[src/rtl/shift_pkg.sv]
// Shared types and op codes for the universal shift register.
// Optional rotate support is selected by UNIV_SHIFT_ROTATE_EN (see shift_step).
package shift_pkg;

    localparam logic [2:0] OPC_LOAD = 3'd0;
    localparam logic [2:0] OPC_SHL  = 3'd1;
    localparam logic [2:0] OPC_SHR  = 3'd2;
    localparam logic [2:0] OPC_SRA  = 3'd3;
    localparam logic [2:0] OPC_ROL  = 3'd4;
    localparam logic [2:0] OPC_ROR  = 3'd5;

    typedef enum logic [2:0] {
        OP_LOAD = OPC_LOAD,
        OP_SHL  = OPC_SHL,
        OP_SHR  = OPC_SHR,
        OP_SRA  = OPC_SRA,
        OP_ROL  = OPC_ROL,
        OP_ROR  = OPC_ROR
    } shift_op_e;

    typedef enum logic [1:0] {
        ST_IDLE  = 2'd0,
        ST_SHIFT = 2'd1,
        ST_DONE  = 2'd2
    } shift_state_e;

    // LOAD and the reserved codes 6-7 finish on the acceptance edge.
    function automatic logic op_is_immediate(input logic [2:0] op);
        return (op == OPC_LOAD) || (op > OPC_ROR);
    endfunction

endpackage

[src/rtl/shift_step.sv]
// Combinational single-bit step of the shift register.
// UNIV_SHIFT_ROTATE_EN: when undefined, ROL aliases SHL and ROR aliases SHR.
module shift_step
    import shift_pkg::*;
#(
    parameter int WIDTH = 8
) (
    input  logic [2:0]       op,
    input  logic [WIDTH-1:0] cur,
    input  logic             serial_in,
    output logic [WIDTH-1:0] nxt,
    output logic             ejected
);

    always_comb begin
        nxt     = cur;
        ejected = 1'b0;
        case (op)
`ifdef UNIV_SHIFT_ROTATE_EN
            OP_SHL: begin
                nxt     = {cur[WIDTH-2:0], serial_in};
                ejected = cur[WIDTH-1];
            end
            OP_SHR: begin
                nxt     = {serial_in, cur[WIDTH-1:1]};
                ejected = cur[0];
            end
            OP_ROL: begin
                nxt     = {cur[WIDTH-2:0], cur[WIDTH-1]};
                ejected = cur[WIDTH-1];
            end
            OP_ROR: begin
                nxt     = {cur[0], cur[WIDTH-1:1]};
                ejected = cur[0];
            end
`else
            OP_SHL, OP_ROL: begin
                nxt     = {cur[WIDTH-2:0], serial_in};
                ejected = cur[WIDTH-1];
            end
            OP_SHR, OP_ROR: begin
                nxt     = {serial_in, cur[WIDTH-1:1]};
                ejected = cur[0];
            end
`endif
            OP_SRA: begin
                nxt     = {cur[WIDTH-1], cur[WIDTH-1:1]};
                ejected = cur[0];
            end
            default: begin
                nxt     = cur;
                ejected = 1'b0;
            end
        endcase
    end

endmodule

[src/rtl/univ_shift_reg.sv]
// Universal shift register: accepts one request, performs 'amount' single-bit steps,
// then holds the result until consumed. Rotate ops depend on UNIV_SHIFT_ROTATE_EN.
module univ_shift_reg
    import shift_pkg::*;
#(
    parameter int WIDTH = 8,
    parameter int AMT_W = $clog2(WIDTH)
) (
    input  logic             clk,
    input  logic             rst_n,
    input  logic             in_valid,
    output logic             in_ready,
    input  logic [2:0]       op,
    input  logic [AMT_W-1:0] amount,
    input  logic [WIDTH-1:0] data_in,
    input  logic             serial_in,
    output logic             out_valid,
    input  logic             out_ready,
    output logic [WIDTH-1:0] data_out,
    output logic             serial_out,
    output logic             busy
);

    shift_state_e     state_reg, state_next;
    logic [WIDTH-1:0] data_reg;
    logic [AMT_W-1:0] cnt_reg;
    logic [2:0]       op_reg;
    logic             sout_reg;
    logic [WIDTH-1:0] step_data;
    logic             step_out;
    logic             accept;

    assign accept = in_valid && (state_reg == ST_IDLE);

    shift_step #(.WIDTH(WIDTH)) u_step (
        .op        (op_reg),
        .cur       (data_reg),
        .serial_in (serial_in),
        .nxt       (step_data),
        .ejected   (step_out)
    );

    always_comb begin
        state_next = state_reg;
        case (state_reg)
            ST_IDLE: begin
                if (accept) begin
                    if (op_is_immediate(op) || (amount == '0))
                        state_next = ST_DONE;
                    else
                        state_next = ST_SHIFT;
                end
            end
            ST_SHIFT: begin
                if (cnt_reg == AMT_W'(1))
                    state_next = ST_DONE;
            end
            ST_DONE: begin
                if (out_ready)
                    state_next = ST_IDLE;
            end
            default: state_next = ST_IDLE;
        endcase
    end

    always_ff @(posedge clk or negedge rst_n) begin
        if (!rst_n) begin
            state_reg <= ST_IDLE;
            data_reg  <= '0;
            cnt_reg   <= '0;
            op_reg    <= OPC_LOAD;
            sout_reg  <= 1'b0;
        end else begin
            state_reg <= state_next;
            case (state_reg)
                ST_IDLE: begin
                    if (accept) begin
                        data_reg <= data_in;
                        cnt_reg  <= amount;
                        op_reg   <= op;
                        sout_reg <= 1'b0;
                    end
                end
                ST_SHIFT: begin
                    data_reg <= step_data;
                    sout_reg <= step_out;
                    cnt_reg  <= cnt_reg - AMT_W'(1);
                end
                default: ;
            endcase
        end
    end

    assign in_ready   = (state_reg == ST_IDLE);
    assign out_valid  = (state_reg == ST_DONE);
    assign busy       = (state_reg != ST_IDLE);
    assign data_out   = data_reg;
    assign serial_out = sout_reg;

endmodule

[config.mk]
export PLATFORM = sky130hd
export DESIGN_NAME = univ_shift_reg
export DESIGN_NICKNAME = d
export VERILOG_FILES = /design/src/rtl/shift_pkg.sv /design/src/rtl/shift_step.sv /design/src/rtl/univ_shift_reg.sv
export SDC_FILE = /design/constraint.sdc
export NUM_CORES = 1
export LEC_CHECK = 0
export ABC_AREA = 1
export CORE_UTILIZATION = 40
export DETAILED_ROUTE_END_ITERATION = 6
export GPL_TIMING_DRIVEN = 0
export PLACE_DENSITY = 0.66
export SLEW_MARGIN = 20
export SYNTH_ARGS = -nofsm -noshare
export SYNTH_HDL_FRONTEND = slang
export SYNTH_SLANG_ARGS = --single-unit
[constraint.sdc]
create_clock -name clk -period 1.67 [get_ports clk]
set_input_delay 0.4175 -clock clk [delete_from_list [all_inputs] [get_ports clk]]
set_output_delay 0.4175 -clock clk [all_outputs]
set_load 0.01 [all_outputs]
* Yosys cells after proc, flatten, opt, wreduce, memory -nomap -nowiden
Cells that the tools add are included.
Widths: inputs -> output; s select.
** Storage, ports and cells
- Bits in registers :: 17
- Output and inout bits :: 12
- Logic and storage cells :: 51
** Operators by class
- $add $sub $neg :: 1
- Magnitude comparators :: 1
- Equality and inequality tests :: 14
- Mux-type cells :: 13
- Reduce and logical (&&, ||, !) cells :: 16
** Operator list (number)
- $pmux 8 s3 :: 1
- $pmux 8 s2 :: 1
- $mux 2 :: 4
- $mux 8 :: 1
- $eq 3x1->1 const B :: 2
- $eq 3x2->1 const B :: 2
- $eq 3x3->1 const B :: 2
- $logic_not 3->1 :: 2
- $pmux 2 s3 :: 1
- $pmux 3 s2 :: 1
- $reduce_and 3->1 :: 2
- $ne 2x1->1 const B :: 2
- $ne 2x2->1 const B :: 2
- $ne 4x1->1 const B :: 1
- $pmux 1 s2 :: 2
- $reduce_and 2->1 :: 2
- $reduce_and 4->1 :: 1
- $reduce_bool 2->1 :: 2
- $reduce_or 2->1 :: 2
- $gt 3x3->1 const B :: 1
- $mux 3 :: 1
- $ne 3x1->1 const B :: 1
- $reduce_or 3->1 :: 1
- $sub 3x1->3 const B :: 1
- 6 further kinds :: 7

* Longest topological paths before layout
- Depth in word-level cells :: 6
- Gate-level depth with buffers :: 9
- Gate-level depth less buffers :: 9

* By module
Synthesis repeated with hierarchy kept, for this count alone.
** Unflattened totals
- Cell total of the unflattened synthesis :: 193
- Area total of the unflattened synthesis :: 1238.7 sq um
** By module, submodules not included
- univ_shift_reg :: times used 1, cells an instance 127, area each 922.1 sq um
- shift_step :: times used 1, cells an instance 66, area each 316.6 sq um

* Worst setup path before layout
Ideal clock, no wire load.
- Path type :: register to register
- Start point :: register state_reg[1]
- End point :: register data_reg[0] (netlist: data_out[0])
- Library setup time :: 0.116 ns
- Arrival :: 1.234 ns
- Slack :: 0.319 ns
- Stages on the path, launching flop included :: 9
- Cells stage by stage :: dfrtp_1 nor2_2 inv_2 nor2_4 nor2_4 o21ai_4 inv_4 nand2_1 nand2_1
** Between the ends
- Longest elaborated chain between the ends :: 4
** Ends and longest elaborated chain
- start, declared :: RTL line univ_shift_reg.sv:24 : shift_state_e state_reg, state_next;
- start signal, assigned :: RTL line univ_shift_reg.sv:74 : state_reg <= state_next;
- $logic_not 2->1 *
- via in_ready :: RTL line univ_shift_reg.sv:12 : output logic in_ready,
- $logic_and 1x1->1 :: RTL line univ_shift_reg.sv:33 : assign accept = in_valid && (state_reg == ST_IDLE);
- $ne 2x1->1 (no line)
- $reduce_and 3->1 (no line)
- end signal, assigned :: RTL line univ_shift_reg.sv:78 : data_reg <= data_in;
- end signal, assigned :: RTL line univ_shift_reg.sv:85 : data_reg <= step_data;
- end, declared :: RTL line univ_shift_reg.sv:25 : logic [WIDTH-1:0] data_reg;
The timed path passes the listed nets; every way through them passes the cells marked *.
A chain may end at the register's enable or synchronous reset.

* Final worst setup path
- Start point :: register data_reg[4] (netlist: data_out[4])
- End point :: output data_out[4]
** RTL lines
- end, declared :: RTL line univ_shift_reg.sv:19 : output logic [WIDTH-1:0] data_out,
No word-level cell between the ends.

==> impl_metrics.csv <==
group,metric,value,unit
status,result_of_the_run,"complete, no violations",
grt,grt_pass1_vias,1044,
floorplanning,die_area,2960,sq um
power,power-per-cell-area,1930,nW/um^2
critical_path,worst_path_arrival_time,1200,ps
timing,fin_crit_sh,97.0,%
finish,final_layout_size_suffix_gt1_share,13.5,%
detailed_routing,firstDrtPassIters,4,
critical_path,crit_path_start_kind,"register",
timing,unrepaired_setup_endpoints_after_global_routing,"no",
synth,synth_nets,180,
critical_path,critical_path.cell_chain,"clkdlybuf4s50_1",
detailed_routing,drc_viols,0,
finish,layout-area-overhead-vs-synth,39.7,%
clocking,cts_hold_buffers,0,
floorplanning,initial_utilization,43.2,%
clocking,path_clk_slew,100,ps
critical_path,rr_endpoint,"data_out[1]",
critical_path,r2r_slack,150,ps
power,peakVddDrop,0.954,mV
placement,routabilityCongestion,0.780,
critical_path,r2r_start,"state_reg[1]",
clocking,clock_tree.root_cell,"sky130_fd_sc_hd__clkbuf_4",
synth,yosys_warnings,0,
timing,worst_clock_skew,2.80,ps
detailed_routing,route.detailed.vias_per_inst,4.95,
critical_path,crit_path_max_incr_delay,540,ps
synth,post_synth_inst_count,159,
detailed_routing,wire_per_inst,11.9,um
synth,synthDistinctLibCells,23,
synth,synth_area_per_inst,6.92,sq um
grt,global_route_wire_length_before_repair,4490,um
run,drv_cap,0,
critical_path,cp_num_buf_inv,1,
clocking,clock_sink_count,17,
synth,synthDominantCellAreaShare,38.7,%
timing,max_freq,0.617,GHz
grt,grt.overflow.total,0,
timing,tns,0,ps
finish,insertedDiodeCount,0,
critical_path,critical_path_top_delay_cell,"sky130_fd_sc_hd__clkdlybuf4s50_1",
synth,synth.top_cells.by_area,"sky130_fd_sc_hd__dfrtp_1 39%, sky130_fd_sc_hd__nand2_1 22%, sky130_fd_sc_hd__nand3_1 10%",
critical_path,crit_path_end_kind,"output pin",
critical_path,critPathMaxFanout,3,
clocking,cts_tree,"done",
detailed_routing,routed_wl,2740,um
synth,yosys.area.top_type,"sky130_fd_sc_hd__dfrtp_1",
critical_path,critical_path.top_delay_family,"buffers and inverters",
timing,setup_violations,0,
floorplanning,io_pins,31,
worst_hold_path,min-delay-start,"data_out[3]",
timing,hold_violations,0,
synth,syn-cell-area,1100,sq um
timing,finalCriticalPeriod,1620,ps
power,total_power,2.97,mW
clocking,cts_inserted_buffers,3,
synth,yosysSeqAreaShare,38.7,%
finish,largest_reg_flops,8,
critical_path,worstRegToRegCells,8,
placement,number_of_port_buffers,30,
grt,grt_util_all_layers,21.3,%
clocking,clockBufferDepth,2,
worst_hold_path,hold_depth,2,
grt,antenna_found_initial,0,
detailed_routing,route.vias.total,1139,
timing,maxSlewViolCount,0,
clocking,cts-htree-levels,1,
floorplanning,fp-row-count,18,
timing,max-slew-margin-rel,47.4,%
placement,detailedPlacementHpwl,2030,um
clocking,insertion_delay,290,ps
floorplanning,core_area,2540,sq um
timing,worst_slew_pin_slew,786,ps
synth,count_of_state_elements_after_synthesis,17,
finish,finish.net_count,222,
floorplanning,floorplan.die.height,54.4,um
critical_path,cp_data_required_time,1250,ps
detailed_routing,first_iter_violations,27,
worst_hold_path,hold_path.class,"reg2reg",
detailed_routing,ant_nets,0,
critical_path,setup.worst_path.class,"reg2out",
worst_hold_path,holdPathEnd,"data_out[3]",
power,power_leakage,0.848,nW
grt,largest_net_degree_at_the_start_of_global_routing,18,
floorplanning,fp.dieW,54.4,um
## through the flow
stage | setup WS [ps] | cells | instance area, sq um | hold WS [ps] | utilization, %
5_1_grt | 3.43 | 230 | 1540 | 540 | 60.4
6_report | 50.4 | 230 | 1540 | 517 | 60.4
2_1_floorplan | 319 | 159 | 1100 | 122 | -
3_5_place_dp | -3.85 | 219 | 1440 | 490 | 56.5
4_1_cts | 5.23 | 226 | 1490 | 522 | 58.6
3_3_place_gp | 19.8 | 219 | 1440 | 491 | 56.5
## layout make-up
class	instances	area, sq um
multi-input cells	120	587
plain buffers	1	11.3
inverters	21	81.3
well taps	30	37.5
fillers	264	1010
clock buffers	4	26.3
flip-flops and latches	17	428
repair buffers	37	365
## metal layers
| metal | track usage, % | part of all wire (%) |
|---|---|---|
| met3 | 2.78 | 3.9 |
| met5 | 0 | 0 |
| met1 | 28.4 | 49 |
| met4 | 6.84 | 0.55 |
| met2 | 35.2 | 47 |
## synthesized netlist by cell type
cell type                  count
sky130_fd_sc_hd__a211oi_1      1
sky130_fd_sc_hd__o21ai_4       1
sky130_fd_sc_hd__a32oi_1       1
sky130_fd_sc_hd__ha_1          2
sky130_fd_sc_hd__nand2_2       2
sky130_fd_sc_hd__nor2_2        1
sky130_fd_sc_hd__nand2_1      65
sky130_fd_sc_hd__or2_2         1
sky130_fd_sc_hd__nand3_2       1
sky130_fd_sc_hd__o21ai_0       6
sky130_fd_sc_hd__buf_6         1
sky130_fd_sc_hd__inv_4         1
sky130_fd_sc_hd__a21oi_1       3
sky130_fd_sc_hd__nor2_1        6
sky130_fd_sc_hd__inv_2         4
sky130_fd_sc_hd__nand3_4       1
sky130_fd_sc_hd__nor3_1        3
sky130_fd_sc_hd__inv_1        16
sky130_fd_sc_hd__o21ai_1       1
sky130_fd_sc_hd__dfrtp_1      17
sky130_fd_sc_hd__nand3_1      22
sky130_fd_sc_hd__nor2_4        2
sky130_fd_sc_hd__o211ai_1      1
## worst max path at each step
stage               slack [ps]          from     endpoint  cells after the start
CTS                          5  state_reg[1]         busy                      3
detailed placement          -4      in_valid  data_out[3]                      7
floorplan                  320  state_reg[1]  data_out[0]                      8
global route                 3   data_out[4]  data_out[4]                      1
global placement            20      in_valid  data_out[4]                      7
finish                      50   data_out[4]  data_out[4]                      1
## power by group
| group | internal (mW) | switching (mW) | leakage (nW) | total [mW] |
|---|---|---|---|---|
| clock | 0.0927 | 0.134 | 0.0150 | 0.227 |
| combinational | 0.829 | 1.12 | 0.630 | 1.95 |
| sequential | 0.626 | 0.160 | 0.203 | 0.786 |
| total | 1.55 | 1.42 | 0.848 | 2.97 |
## placed cells by master (no fill, tap or decap), types with 3 or more instances in the layout
master	count
sky130_fd_sc_hd__inv_2	4
sky130_fd_sc_hd__nor2_1	6
sky130_fd_sc_hd__nor2_4	3
sky130_fd_sc_hd__dfrtp_1	15
sky130_fd_sc_hd__nor3_1	3
sky130_fd_sc_hd__dlymetal6s2s_1	6
sky130_fd_sc_hd__clkdlybuf4s50_1	21
sky130_fd_sc_hd__buf_4	7
sky130_fd_sc_hd__nand3_1	22
sky130_fd_sc_hd__o21ai_0	6
sky130_fd_sc_hd__inv_1	16
sky130_fd_sc_hd__clkbuf_4	3
sky130_fd_sc_hd__nand2_1	65
sky130_fd_sc_hd__a21oi_1	3
## what timing repair did
action	4_1_cts	5_1_grt
resized for setup	6	7
endpoints found under the setup margin	5	9
buffers inserted	3	4
pin swaps	0	2
## logic make-up after synthesis
kind of cell               share of synthesized area [%]
and+or+nand+nor                                     42.4
AOI/OAI and AO/OA                                   8.19
buffers and inverters                               8.42
DFF                                                 38.7
adders and majority gates                           2.27
No activity file was read; power rests on OpenSTA's default activity.
